## src/rtl/t_ff_counter_ctrl_pkg.sv

```systemverilog
// Shared definitions for the T flip-flop counter controller.
// Holds the FSM state encodings and the default bank width.
package t_ff_counter_ctrl_pkg;

    localparam int DEF_WIDTH = 4;

    typedef enum logic [1:0] {
        ST_IDLE = 2'd0,
        ST_RUN  = 2'd1,
        ST_STOP = 2'd2
    } state_t;

endpackage

```

## src/rtl/t_ff_counter_ctrl_cell.sv

```systemverilog
// Single toggle flip-flop cell with synchronous active-high reset.
// Q flips on every rising edge where T is high.
module t_ff_cell (
    input  logic CLK,
    input  logic RST,
    input  logic T,
    output logic Q,
    output logic Qbar
);

    always_ff @(posedge CLK) begin
        if (RST) Q <= 1'b0;
        else     Q <= Q ^ T;
    end

    assign Qbar = ~Q;

endmodule

```

## src/rtl/t_ff_counter_ctrl.sv

```systemverilog
// Programmable-modulus up/down counter whose only count storage is a bank of
// toggle cells; each edge drives T = Q ^ Qnext with load, wrap and one-shot stop.
module t_ff_counter_ctrl
    import t_ff_counter_ctrl_pkg::*;
#(
    parameter int WIDTH = DEF_WIDTH
) (
    input  logic             CLK,
    input  logic             RST,
    input  logic             EN,
    input  logic             UP,
    input  logic             ONESHOT,
    input  logic             LOAD,
    input  logic [WIDTH-1:0] D,
    input  logic [WIDTH-1:0] MAX,
    output logic [WIDTH-1:0] COUNT,
    output logic             TC,
    output logic             WRAP,
    output logic             DONE
);

    logic [WIDTH-1:0] w_q;
    logic [WIDTH-1:0] w_qbar;
    logic [WIDTH-1:0] w_qnext;
    logic [WIDTH-1:0] w_t;
    logic             w_zero;
    logic             w_tc;
    logic             w_cnt_edge;
    logic             w_stop_edge;
    logic             w_wrap_nxt;
    state_t           r_state;
    state_t           w_state_nxt;
    logic             r_wrap;
    logic             r_done;

    // All-ones Qbar is the cheapest zero detect off the bank.
    assign w_zero      = &w_qbar;
    assign w_tc        = UP ? (w_q == MAX) : w_zero;
    assign w_cnt_edge  = EN && !LOAD && (r_state != ST_STOP);
    assign w_stop_edge = w_cnt_edge && ONESHOT && w_tc;

    always_comb begin
        w_qnext    = w_q;
        w_wrap_nxt = 1'b0;
        if (LOAD) begin
            w_qnext = (D > MAX) ? MAX : D;
        end else if (w_cnt_edge && !w_stop_edge) begin
            if (UP) begin
                // >= so a count stranded above a lowered MAX wraps home.
                if (w_q >= MAX) begin
                    w_qnext    = '0;
                    w_wrap_nxt = 1'b1;
                end else begin
                    w_qnext = w_q + WIDTH'(1);
                end
            end else if (w_zero) begin
                w_qnext    = MAX;
                w_wrap_nxt = 1'b1;
            end else begin
                w_qnext = w_q - WIDTH'(1);
            end
        end
    end

    always_comb begin
        w_state_nxt = r_state;
        if (LOAD)                  w_state_nxt = EN ? ST_RUN : ST_IDLE;
        else if (!EN)              w_state_nxt = ST_IDLE;
        else if (w_stop_edge)      w_state_nxt = ST_STOP;
        else if (r_state == ST_IDLE) w_state_nxt = ST_RUN;
    end

    always_ff @(posedge CLK) begin
        if (RST) begin
            r_state <= ST_IDLE;
            r_wrap  <= 1'b0;
            r_done  <= 1'b0;
        end else begin
            r_state <= w_state_nxt;
            r_wrap  <= w_wrap_nxt;
            r_done  <= (w_state_nxt == ST_STOP);
        end
    end

    assign w_t = w_q ^ w_qnext;

    for (genvar gi = 0; gi < WIDTH; gi++) begin : g_cell
        t_ff_cell u_cell (
            .CLK  (CLK),
            .RST  (RST),
            .T    (w_t[gi]),
            .Q    (w_q[gi]),
            .Qbar (w_qbar[gi])
        );
    end

    assign COUNT = w_q;
    assign TC    = w_tc;
    assign WRAP  = r_wrap;
    assign DONE  = r_done;

endmodule

```

## config.mk

```make
export PLATFORM = sky130hd
export DESIGN_NAME = t_ff_counter_ctrl
export DESIGN_NICKNAME = d
export VERILOG_FILES = /design/src/rtl/t_ff_counter_ctrl_pkg.sv /design/src/rtl/t_ff_counter_ctrl_cell.sv /design/src/rtl/t_ff_counter_ctrl.sv
export SDC_FILE = /design/constraint.sdc
export NUM_CORES = 1
export LEC_CHECK = 0
export CAP_MARGIN = 30
export CORE_MARGIN = 8
export CORE_UTILIZATION = 52
export CTS_CLUSTER_DIAMETER = 80
export DETAILED_ROUTE_END_ITERATION = 10
export GPL_ROUTABILITY_DRIVEN = 0
export PLACE_DENSITY = 0.83
export SLEW_MARGIN = 20
export SYNTH_ARGS = -nofsm -noshare
export SYNTH_HDL_FRONTEND = slang
export SYNTH_SLANG_ARGS = --single-unit
```

## constraint.sdc

```tcl
create_clock -name CLK -period 3.8 [get_ports CLK]
set_input_delay 1.14 -clock CLK [delete_from_list [all_inputs] [get_ports CLK]]
set_output_delay 1.14 -clock CLK [all_outputs]
set_load 0.1 [all_outputs]
```

Word level (Yosys, flattened, before mapping) --
Index checks and enable logic that the tools add are counted.
Operators by class: add/subtract/negate cells 2, order comparisons 2, equality and inequality tests 3, multiplexer cells 15, bitwise operators 10, reductions and logical operators 10
Operators by type and width (number):
- $mux W4 | 6
- $mux W2 | 4
- $logic_and A1 B1 Y1 | 5
- $mux W1 | 5
- $not A1 Y1 | 5
- $add A4 B1 Y4 const B | 1
- $eq A4 B4 Y1 | 1
- $ge A4 B4 Y1 | 1
- $gt A4 B4 Y1 | 1
- $reduce_and A4 Y1 | 1
- $sub A4 B1 Y4 const B | 1
- $xor A1 B1 Y1 | 4
- $xor A4 B4 Y4 | 1
- $reduce_or A3 Y1 | 1
- $eq A2 B2 Y1 const B | 1
- $logic_not A1 Y1 | 2
- $logic_not A2 Y1 | 1
- $ne A2 B2 Y1 const B | 1
Storage, ports and cells: register bits after elaboration 8, bits of input ports 14, output and inout bits 7

Longest topological paths before layout --
Gate-level depths: netlist (run 1).
depth after elaboration 11, depth in mapped cells 7

Modules after synthesis --
A second synthesis (run 1) with hierarchy kept.
Unflattened totals: cells, all modules 103, area total of the unflattened synthesis 877.1 um2
Modules (own cells, without submodules):
- t_ff_counter_ctrl | instances 1, cells each 87, area an instance 732.0 um2, seq. area each 80.1 um2
- t_ff_cell | instances 4, cells each 4, area an instance 36.3 um2, seq. area each 20.0 um2

Least setup slack after synthesis (run 1) --
Ideal clock, no wire load.
kind input to output, start input port MAX[2], end output port TC, arrival 2.439 ns, slack 0.221 ns, stages on the path 4, path through inv_1 > ha_1 > and3_4 > a31o_1
On the way: longest elaborated chain between the ends 2
Ends and longest elaborated chain:
- start: declaration | RTL line t_ff_counter_ctrl.sv:15 | input logic [WIDTH-1:0] MAX,
- $eq A4 B4 Y1 | RTL line t_ff_counter_ctrl.sv:38 | assign w_tc = UP ? (w_q == MAX) : w_zero;
- $mux W1 | RTL line t_ff_counter_ctrl.sv:38
- end: declaration | RTL line t_ff_counter_ctrl.sv:17 | output logic TC,
Every way passes these cells.

Final worst setup path (run 1) --
Ends and elaborated chain as after synthesis.

==> impl_metrics.csv, run 1 <==
group,metric,value,unit
detailed_routing,route.detailed.drc,0,
yosys,yosys_warnings,0,
power_and_ir_drop,internal_power,0.000201,W
setup_path,worst_setup_path_end_kind,"primary output",
power_and_ir_drop,switching_power,0.000147,W
finish,drive_gt1_share,23.7,%
setup_path,crit_fanout,3,
clock_network,clk_pin_slew_worst_paths,0.05,ns
die,die_w,56.9,um
sta,finalMaxSlewViolations,0,
detailed_routing,dr.pass1.iters,4,
detailed_routing,vias,784,
finish,nets,140,
setup_path,required,2.66,ns
status,status,"completed",
setup_path,r2r_start,"g_cell[2].u_cell.Q$_SDFF_PP0_",
clock_network,clock_path_buffers,2,
yosys,ys_seq_area_share,18.4,%
global_routing,first_global_vias,776,
die,dieArea,3240,um2
sta,rsz0062_at_grt,"false",
sta,max_freq,268,MHz
finish,fillerInstances,123,
setup_path,arrival,2.58,ns
flow_run,maxCapViolCount,0,
finish,final_cell_mix,"clkdlybuf4s50_1, a21oi_1, inv_1, ha_1, buf_4",
die,die_y,56.9,um
global_routing,grt_overflow,0,
sta,hold_ws,0.471,ns
power_and_ir_drop,p_leak,0.486,nW
detailed_routing,wl_met1,867,um
sta,setup_viol,0,
setup_path,crit_path_start_kind,"input port",
global_routing,grt_start_max_net_pins,14,
power_and_ir_drop,ir_drop,0.000235,V
detailed_routing,routed_wl,2030,um
detailed_routing,via_per_inst,6.03,
sta,final.setup.tns,0,ns
finish,layout_commonest_cell,"clkdlybuf4s50_1",
clock_network,ctsHoldBuffers,0,
yosys,avgSynthCellArea,9.17,um2
setup_path,crit_start,"MAX[2]",
min_path,worstHoldPathType,"reg -> reg",
yosys,ys_ff_latch,8,
power_and_ir_drop,combPwrFrac,53.2,%
global_routing,antenna_found_initial,0,
placed_design,portBuffers,20,
power_and_ir_drop,powerDensity,318,nW/um2
finish,n_antenna_cell,0,
sta,fin_crit,3.72,ns
clock_network,numCtsBuffers,3,
sta,skew,0.00506,ns
die,coreArea,1540,um2
yosys,synth_nets,119,
detailed_routing,drtIter0Drc,23,
clock_network,cts_tree,"yes",
sta,worst_pin_slew,0.570,ns
detailed_routing,routed.top_layer,"met4",
power_and_ir_drop,switching_share,42.3,%
detailed_routing,dr_wl_met2,984,um
finish,syn_to_final_growth,25.7,%
power_and_ir_drop,seq_power_share,29.3,%
min_path,min_from,"r_state[1]$_SDFF_PP0_",
die,start_util,56.5,%
global_routing,grt_pass1_wl,3560,um
clock_network,insertion_delay,0.24,ns
die,pin_count,21,
yosys,synth.distinct_cells,41,
power_and_ir_drop,clkPwrFrac,17.5,%
setup_path,path_class,"in -> out",
detailed_routing,dr_wl_met3,152,um
global_routing,grt.total_usage,13.1,%
clock_network,htreeDepth,1,
placed_design,dp_hpwl,1680,um
yosys,syn-cell-area,871,um2
sta,final-hold-violation-count,0,
die,fp-row-count,14,
sta,fin_crit_sh,98.0,%
finish,seqCellArea,160,um2
detailed_routing,routedWlPerCell,15.6,um
finish,multiInputGateArea,637,um2
yosys,synthCells,95,
sta,slew_headroom,62.0,%
clock_network,clock-sinks,8,
detailed_routing,ant_nets,0,
clock_network,cts_root_buffer,"clkbuf_4",
[worst paths after layout]
| path | end | slack [ns] | depth (start not counted) |
|---|---|---|---|
| worst max-delay path | TC | 0.08 | 6 |
| worst min-delay path | r_state[1]$_SDFF_PP0_ | 0.47 | 2 |
| worst max register to register | g_cell[1].u_cell.Q$_SDFF_PP0_ | 1.55 | 6 |
| worst min register to register | r_state[1]$_SDFF_PP0_ | 0.47 | 2 |
[cell families (layout without fill, tap and decap cells)]
kind of cell	Yosys count	in the layout	share of synthesized area [%]
multiplexers	5	5	5.89
flip-flops	8	8	18.4
XOR/XNOR	1	1	1.01
AND/OR/NAND/NOR	27	27	22.1
AO/OA/AOI/OAI	27	27	28.3
adder cells (fa/ha/maj)	10	10	14.4
buffers and inverters	17	36	9.91
[flip-flops by register name, indices dropped and copies added (netlist names)]
name             cells
DONE                 1
WRAP                 1
g_cell.u_cell.Q      4
r_state              2
[area by class of cell]
type                       count  share of cell area (%)
sequential                     8                    14.6
timing repair buffer          23                    19.9
clock buffer                   3                    2.06
tap                           16                    1.83
inverter                      10                    3.43
multi-input combinational     70                    58.2
[cells in the mapped netlist, drive strengths merged]
| cell type | n | area [um2] |
|---|---|---|
| a2111oi | 1 | 27.5 |
| a211o | 1 | 8.76 |
| a211oi | 1 | 12.5 |
| a21o | 1 | 7.51 |
| a21oi | 11 | 55.1 |
| a221o | 1 | 10.0 |
| a221oi | 3 | 45.0 |
| a22oi | 2 | 28.8 |
| a31o | 1 | 8.76 |
| and2 | 2 | 12.5 |
| and3 | 2 | 17.5 |
| and4 | 1 | 8.76 |
| buf | 5 | 41.3 |
| clkbuf | 2 | 7.51 |
| dfxtp | 8 | 160 |
| ha | 10 | 125 |
| inv | 10 | 37.5 |
| mux2 | 1 | 11.3 |
| mux2i | 4 | 40.0 |
| nand2 | 6 | 38.8 |
| nand2b | 3 | 18.8 |
| nand3 | 3 | 15.0 |
| nand4 | 2 | 12.5 |
| nor2 | 2 | 10.0 |
| nor2b | 1 | 8.76 |
| nor3 | 2 | 10.0 |
| nor3b | 1 | 7.51 |
| nor4b | 2 | 32.5 |
| o211ai | 1 | 7.51 |
| o21ai | 1 | 5.00 |
| o22a | 1 | 8.76 |
| o22ai | 1 | 12.5 |
| o311ai | 1 | 8.76 |
| xnor2 | 1 | 8.76 |
[worst max-delay path, stage by stage]
cell,delay [ns]
clkdlybuf4s50_1,0.48
inv_1,0.07
ha_1,0.31
and3_4,0.22
a31o_1,0.18
buf_12,0.18
[metrics by stage]
stage | cell area, um2 | setup slack, ns | instances | total power (W) | util [%]
global placement | 1060 | 0.0578 | 127 | 0.000282 | 68.8
floorplan | 871 | 0.221 | 95 | 0.000239 | -
CTS | 1080 | 0.0120 | 130 | 0.000351 | 70.2
detailed placement | 1060 | 0.00891 | 127 | 0.000286 | 68.8
finish | 1090 | 0.0753 | 130 | 0.000348 | 71.0
global route | 1090 | 0.00846 | 130 | 0.000372 | 71.0
[what timing repair did]
item,4_1_cts,5_1_grt
setup buffers,0,0
resized for setup,0,1
endpoints found under the setup margin,0,1
[power by group through the flow]
stage	clock network (W)	logic, W	registers [W]
after floorplan	0	0.000138	0.000102
after global placement	0	0.000179	0.000103
after detailed placement	0	0.000183	0.000103
after CTS	0.0000654	0.000184	0.000101
after global routing	0.0000688	0.000200	0.000103
final	0.0000610	0.000185	0.000102
[per-layer routing]
metal,GRT usage (%),vias up
li1,-,392
met1,15.0,363
met2,22.9,25
met3,3.60,4
met4,4.03,0
met5,0,-
(Power assumes the default switching activity.)
==> run 2: changes to the inputs <==
TNS_END_PERCENT = 1   (was unset)
==> results of run 2 <==
The final DEF is identical to that of run 1; final timing and power are the same.
